<file path="config.mk">
export PLATFORM = sky130hd
export DESIGN_NAME = bcdn_counter
export DESIGN_NICKNAME = d
export VERILOG_FILES = /design/src/rtl/bcdn_pkg.sv /design/src/rtl/bcd_digit_cell.sv /design/src/rtl/bcdn_counter.sv
export SDC_FILE = /design/constraint.sdc
export NUM_CORES = 1
export LEC_CHECK = 0
export ABC_AREA = 0
export BUFFER_PORTS_ARGS = -buffer_cell sky130_fd_sc_hd__buf_4
export CORE_MARGIN = 10
export CORE_UTILIZATION = 53
export CTS_BUF_LIST = sky130_fd_sc_hd__clkbuf_16
export CTS_CLUSTER_DIAMETER = 30
export DETAILED_ROUTE_END_ITERATION = 7
export PLACE_DENSITY = 0.83
export SYNTH_ARGS = -nofsm -noshare
export SYNTH_HDL_FRONTEND = slang
export SYNTH_SLANG_ARGS = --single-unit
</file>
<file path="constraint.sdc">
create_clock -name clk -period 2.1 [get_ports clk]
set_input_delay 0.63 -clock clk [delete_from_list [all_inputs] [get_ports clk]]
set_output_delay 0.63 -clock clk [all_outputs]
set_load 0.02 [all_outputs]
</file>
<file path="src/rtl/bcdn_pkg.sv">
// ----------------------------------------------------------------------------
// bcdn_pkg
// Shared constants and types for the BCD up/down counter.
//   DIGIT_W     : width of one BCD digit
//   DIGIT_MAX   : largest legal value of one BCD digit
//   bcd_digit_t : one BCD digit
//   is_bcd()    : true when a 4-bit value is a legal BCD digit
// ----------------------------------------------------------------------------
package bcdn_pkg;

    localparam int DIGIT_W   = 4;
    localparam int DIGIT_MAX = 9;

    typedef logic [DIGIT_W-1:0] bcd_digit_t;

    function automatic logic is_bcd(input bcd_digit_t d);
        return (d <= bcd_digit_t'(DIGIT_MAX));
    endfunction

endpackage

</file>
<file path="src/rtl/bcd_digit_cell.sv">
// ----------------------------------------------------------------------------
// bcd_digit_cell
// One registered BCD digit with load, increment and (optionally) decrement.
// Configuration macro: BCDN_DOWN_EN adds the dec input and borrow_out output.
// Ports:
//   clk        : clock, rising edge
//   reset      : synchronous active-low reset, clears the digit
//   inc        : step the digit up by one this cycle
//   dec        : step the digit down by one this cycle (BCDN_DOWN_EN only)
//   ld         : load ld_val this cycle (wins over inc/dec)
//   ld_val     : value to load; an illegal digit is stored as 0
//   q          : current digit value, always 0..9
//   carry_out  : inc is requested while the digit sits at 9
//   borrow_out : dec is requested while the digit sits at 0 (BCDN_DOWN_EN only)
//   bad_ld     : ld is requested with an illegal ld_val
// ----------------------------------------------------------------------------
module bcd_digit_cell
    import bcdn_pkg::*;
(
    input  logic               clk,
    input  logic               reset,
    input  logic               inc,
`ifdef BCDN_DOWN_EN
    input  logic               dec,
`endif
    input  logic               ld,
    input  logic [DIGIT_W-1:0] ld_val,
    output logic [DIGIT_W-1:0] q,
    output logic               carry_out,
`ifdef BCDN_DOWN_EN
    output logic               borrow_out,
`endif
    output logic               bad_ld
);

    localparam bcd_digit_t MAX_D = bcd_digit_t'(DIGIT_MAX);

    // Carry/borrow are combinational so the whole chain settles in one cycle.
    assign carry_out = inc && (q == MAX_D);
`ifdef BCDN_DOWN_EN
    assign borrow_out = dec && (q == '0);
`endif
    assign bad_ld = ld && !is_bcd(ld_val);

    always_ff @(posedge clk) begin
        if (!reset) begin
            q <= '0;
        end else if (ld) begin
            q <= is_bcd(ld_val) ? ld_val : '0;
        end else if (inc) begin
            q <= (q == MAX_D) ? '0 : q + bcd_digit_t'(1);
`ifdef BCDN_DOWN_EN
        end else if (dec) begin
            q <= (q == '0) ? MAX_D : q - bcd_digit_t'(1);
`endif
        end
    end

endmodule

</file>
<file path="src/rtl/bcdn_counter.sv">
// ----------------------------------------------------------------------------
// bcdn_counter
// DIGITS-digit BCD counter with parallel load, wrap or saturate at the range
// limit, a one-cycle limit pulse and a sticky illegal-load flag.
// Configuration macro: BCDN_DOWN_EN adds the dn port and decrement support.
// Parameters:
//   DIGITS : number of BCD digits (1..8)
//   WRAP   : 1 = wrap at the range limit, 0 = saturate at the range limit
// Ports:
//   clk      : clock, rising edge
//   reset    : synchronous active-low reset
//   x        : count enable, one step per cycle
//   load     : parallel load strobe (wins over x)
//   load_val : BCD value to load, digit 0 in [3:0]
//   dn       : 1 = count down (BCDN_DOWN_EN only)
//   bcd_out  : registered count, digit 0 in [3:0]
//   wrap     : one-cycle pulse after a range-limit crossing or saturation hit
//   err      : sticky, set by a load containing a digit above 9
// ----------------------------------------------------------------------------
module bcdn_counter
    import bcdn_pkg::*;
#(
    parameter int DIGITS = 4,
    parameter bit WRAP   = 1'b1
) (
    input  logic                      clk,
    input  logic                      reset,
    input  logic                      x,
    input  logic                      load,
    input  logic [DIGIT_W*DIGITS-1:0] load_val,
`ifdef BCDN_DOWN_EN
    input  logic                      dn,
`endif
    output logic [DIGIT_W*DIGITS-1:0] bcd_out,
    output logic                      wrap,
    output logic                      err
);

    logic [DIGITS-1:0]         inc_v;
    logic [DIGITS-1:0]         carry_v;
    logic [DIGITS-1:0]         bad_v;
    logic                      limit_evt;
    logic                      sat_hold;
    logic                      ld_all;
    logic [DIGIT_W*DIGITS-1:0] ld_bus;

`ifdef BCDN_DOWN_EN
    logic [DIGITS-1:0] dec_v;
    logic [DIGITS-1:0] borrow_v;

    assign inc_v[0] = x && !load && !dn;
    assign dec_v[0] = x && !load && dn;
    // A carry or borrow out of the top digit is exactly the range-limit event.
    assign limit_evt = carry_v[DIGITS-1] || borrow_v[DIGITS-1];
`else
    assign inc_v[0] = x && !load;
    assign limit_evt = carry_v[DIGITS-1];
`endif

    // Saturation is done by reloading the current value into every cell,
    // which overrides the step the chain would otherwise apply.
    assign sat_hold = (WRAP == 1'b0) && limit_evt;
    assign ld_all   = load || sat_hold;
    assign ld_bus   = load ? load_val : bcd_out;

    for (genvar i = 0; i < DIGITS; i++) begin : g_digit
        if (i > 0) begin : g_chain
            assign inc_v[i] = carry_v[i-1];
`ifdef BCDN_DOWN_EN
            assign dec_v[i] = borrow_v[i-1];
`endif
        end

        bcd_digit_cell u_cell (
            .clk        (clk),
            .reset      (reset),
            .inc        (inc_v[i]),
`ifdef BCDN_DOWN_EN
            .dec        (dec_v[i]),
`endif
            .ld         (ld_all),
            .ld_val     (ld_bus[DIGIT_W*i +: DIGIT_W]),
            .q          (bcd_out[DIGIT_W*i +: DIGIT_W]),
            .carry_out  (carry_v[i]),
`ifdef BCDN_DOWN_EN
            .borrow_out (borrow_v[i]),
`endif
            .bad_ld     (bad_v[i])
        );
    end

    // limit_evt is already zero during a load because the chain input is
    // gated by load, so a load can never raise wrap.
    always_ff @(posedge clk) begin
        if (!reset) begin
            wrap <= 1'b0;
            err  <= 1'b0;
        end else begin
            wrap <= limit_evt;
            err  <= err || (load && (|bad_v));
        end
    end

endmodule
</file>
# Word-level counts from Yosys, hierarchy flattened
# Index checks and enable logic that the tools add are counted.
[word_totals]
ff_bits = 18
[classes]
add_sub_neg = 4
magnitude_cmp = 4
eq_ne = 4
muxes = 17
reduce_logical = 21
[ops]
columns = ["operator", "n"]
rows = [
  ["$mux W4", 16],
  ["$add A4 B1 Y4 const B", 4],
  ["$eq A4 B4 Y1 const B", 4],
  ["$le A4 B4 Y1 const B", 4],
  ["$mux W16", 1],
  ["$logic_and A1 B1 Y1", 10],
  ["$reduce_bool A2 Y1", 4],
  ["$logic_not A1 Y1", 5],
  ["$reduce_or A4 Y1", 1],
  ["$logic_or A1 B1 Y1", 1],
]

# Depth between registers and ports, before layout
[logic_depth]
word_depth = 7
ltp_mapped = 5

# Hierarchy
# From an unflattened synthesis, not the netlist that was laid out.
[unflattened]
cells_unflattened = 166
area_unflattened_um2 = 1376.3
[modules_own_cells]
columns = ["mod", "instances", "cells_each", "area_per_inst_um2", "seq_area_each_um2"]
rows = [
  ["bcd_digit_cell", 4, 35, 265.3, 80.1],
  ["bcdn_counter", 1, 26, 315.3, 40.0],
]

# Worst setup path after synthesis
# No wires, ideal clock.
[synth_timing]
path_kind = "input port to flip-flop"
from = "in x"
to = "reg g_digit[2].u_cell.q[2]"
setup_ns = 0.122
arrival_ns = 1.440
required_time_ns = 1.978
slack_ns = 0.539
stages = 4
path_buffers = 0
cell_sequence = "nand3b_2 nor4b_4 a31oi_1 o311a_1"
[synth_via]
elab_chain_len = 4
[synth_lines]
columns = ["item", "line", "rtl"]
rows = [
  ["from (decl)", "bcdn_counter.sv:28", "input logic x,"],
  ["$logic_and A1 B1 Y1", "bcdn_counter.sv:56", "assign inc_v[0] = x && !load;"],
  ["$logic_and A1 B1 Y1 (2 in a row)", "bcd_digit_cell.sv:39", "assign carry_out = inc && (q == MAX_D);"],
  ["$reduce_bool A2 Y1 (no source line)", "n/a", ""],
  ["to (signal assigned)", "bcd_digit_cell.sv:49", "q <= is_bcd(ld_val) ? ld_val : '0;"],
  ["to (signal assigned)", "bcd_digit_cell.sv:51", "q <= (q == MAX_D) ? '0 : q + bcd_digit_t'(1);"],
  ["to (decl)", "bcd_digit_cell.sv:28", "output logic [DIGIT_W-1:0] q,"],
]
# No other way between the ends.
# A chain may end at the register's enable or synchronous reset.

# Final worst setup path
[layout_timing]
from = "reg g_digit[2].u_cell.q[1]"
to = "reg g_digit[3].u_cell.q[0]"
[layout_via]
elab_chain_len = 3
[layout_lines]
columns = ["item", "line"]
rows = [
  ["$eq A4 B4 Y1", "bcd_digit_cell.sv:39"],
  ["$logic_and A1 B1 Y1", "bcd_digit_cell.sv:39"],
  ["$reduce_bool A2 Y1 (no source line)", "n/a"],
  ["to (signal assigned)", "bcd_digit_cell.sv:49"],
  ["to (signal assigned)", "bcd_digit_cell.sv:51"],
  ["to (decl)", "bcd_digit_cell.sv:28"],
]
# No other way between the ends.

==> out/results.ini <==
[route]
post_drt_wl_per_cell_um = 16.0
drt-initial-drc-count = 110
vias = 1196
drc_errors = 0
postRouteAntennaNets = 0
via_per_inst = 5.95
drt_wl_total_um = 3210
dr.pass1.iters = 4

[sta]
tns_ns = 0
drv_slew = 0
tightest_slew_ns = 0.452
min_period_ns = 1.68
hold_viol = 0
finalCritPeriodShare_pct = 79.8
fmax_mhz = 596
relSlewSlack_pct = 69.5
setup_slack_ns = 0.423
finalSetupViolCount = 0
rsz0062_at_grt = no
fin_skew_ns = 0.00167

[power]
power.leakage_nw = 0.634
totalPowerFinal_w = 0.000929
power.density_mw_per_mm2 = 616
vdd_drop_max_mv = 0.690

[yosys]
syn_area_per_cell_um2 = 8.24
synth_seq_area_share_pct = 31.2
async_flop_share_pct = 0
netlist_area_mm2 = 0.00115
syn_inst = 140
syn-num-nets = 160
synth_edf_count = 0
synth_ff_type = dfxtp_1
yosys_warnings = 0
ys_types = 41
ys_ff_latch = 18

[place]
gp_congestion = 0.844
dpl_worst_slack_ns = 0.264
place_area_mm2 = 0.00143
numPortBuffers = 37
post-dp-hpwl_um = 2380

[finish]
n_antenna_cell = 0
layout.nets = 196
most-common-layout-cells = 37 x buf_4, 18 x dfxtp_1, 13 x o21ai_0
layout-drive-gt1-share_pct = 26.4
design_area_mm2 = 0.00151
synthToLayoutAreaGrowth_pct = 30.7
final_common_cell = buf_4

[global_routing]
grt_pass1_wl_um = 5440
antenna_found_initial = 0
grt_use_total_pct = 15.1
grt_pass1_vias = 1202
grt_max_degree = 34
overflow = 0

[floorplan]
start_util_pct = 57.1
dieArea_mm2 = 0.00444
io_pins = 38
coreArea_mm2 = 0.00202
rows = 16
die_h_um = 66.7
die_w_um = 66.7

[worst_setup_path]
critPathMaxFanout = 8
worst-setup-path-type = reg -> reg
start_kind = flip-flop
critical_path_required_ns = 2.24
setup.worst_path.end_class = flip-flop
r2r_slack_ns = 0.42
arrival_ns = 1.81

[clock_network]
cts_root_buffer = clkbuf_16
clock_sinks = 18
cts_hold_buffers = 0
insertion_delay_ns = 0.24
clkTransAtPathRegs_ns = 0.05
cts-resized-gates = 0
cts_buffer_depth = 2
postCtsSetupBuffers = 0
cts_max_level = 1
cts_buffers = 3
cts_tree = yes

[min_path]
hold_class = reg -> reg

[outcome]
status = completed

[job]
maxCapViolations = 0

[power breakdown]
part,internal [W],leakage (nW),switching [W]
clock,0.000250,0.0370,0.000119
sequential,0.000359,0.148,0.0000288
combinational,0.0000826,0.449,0.0000889
[critical path: stages (launching register included)]
cell and delay, ns:
dfxtp_1 0.38, nor3b_1 0.39, and4_1 0.47, xor2_2 0.11
o211a_1 0.22
[cell families (layout without fill, tap and decap cells)]
| kind of cell | count (synthesis) | after routing | synth area share [%] |
|---|---|---|---|
| buffers and inverters | 13 | 47 | 5.10 |
| AOI/OAI and AO/OA | 37 | 37 | 22.7 |
| xor gates and xnor gates | 6 | 6 | 5.21 |
| DFF | 18 | 18 | 31.2 |
| and+or+nand+nor | 66 | 66 | 35.8 |
[cell type report]
cell class | instances | area (um2)
sequential | 18 | 360
multi-input combinational | 109 | 734
inverter | 7 | 26.3
timing repair buffer | 37 | 278
clock buffer | 3 | 75.1
tap | 27 | 33.8
fill | 168 | 514
[stage by stage]
step / hold slack (ns) / instances / util (%)
6_report: 0.502 / 201 / 74.6
5_1_grt: 0.551 / 201 / 74.6
4_1_cts: 0.508 / 201 / 74.6
3_5_place_dp: 0.488 / 198 / 70.9
3_3_place_gp: 0.480 / 198 / 70.9
2_1_floorplan: 0.577 / 140 / -
[state kept, by name, summed over array words and instances, names as in the netlist]
register and flops:
err 1, g_digit.u_cell.q 16, wrap 1
[per-layer routing]
layer,wire length (um),up-vias,GRT usage (%)
met4,46,0,5.76
met3,220,6,5.02
met2,1540,43,24.4
met1,1410,550,17.9
li1,-,597,-
met5,0,-,0
[final timing paths]
check	startpoint	end	cells after the start
worst min register to register	err	err	2
worst min-delay path	err	err	2
worst max-delay path	g_digit[2].u_cell.q[1]	g_digit[3].u_cell.q[0]	4
worst max register to register	g_digit[2].u_cell.q[1]	g_digit[3].u_cell.q[0]	4
[synth_stat cells (3+ instances only)]
cell / n / area [um2]
a21oi_1: 3 / 15.0
and2_1: 3 / 18.8
and3b_1: 3 / 26.3
and4_1: 3 / 26.3
clkbuf_1: 3 / 11.3
dfxtp_1: 18 / 360
inv_1: 7 / 26.3
nand2_1: 12 / 45.0
nand2b_1: 4 / 25.0
nand3_1: 10 / 50.1
nand4_1: 6 / 37.5
nor2_1: 5 / 18.8
nor2b_1: 6 / 37.5
nor3_1: 3 / 15.0
o211ai_1: 3 / 22.5
o21ai_0: 13 / 65.1
o311a_1: 3 / 30.0
xnor2_1: 5 / 43.8
Note: power is estimated with default switching activity, not from simulation.
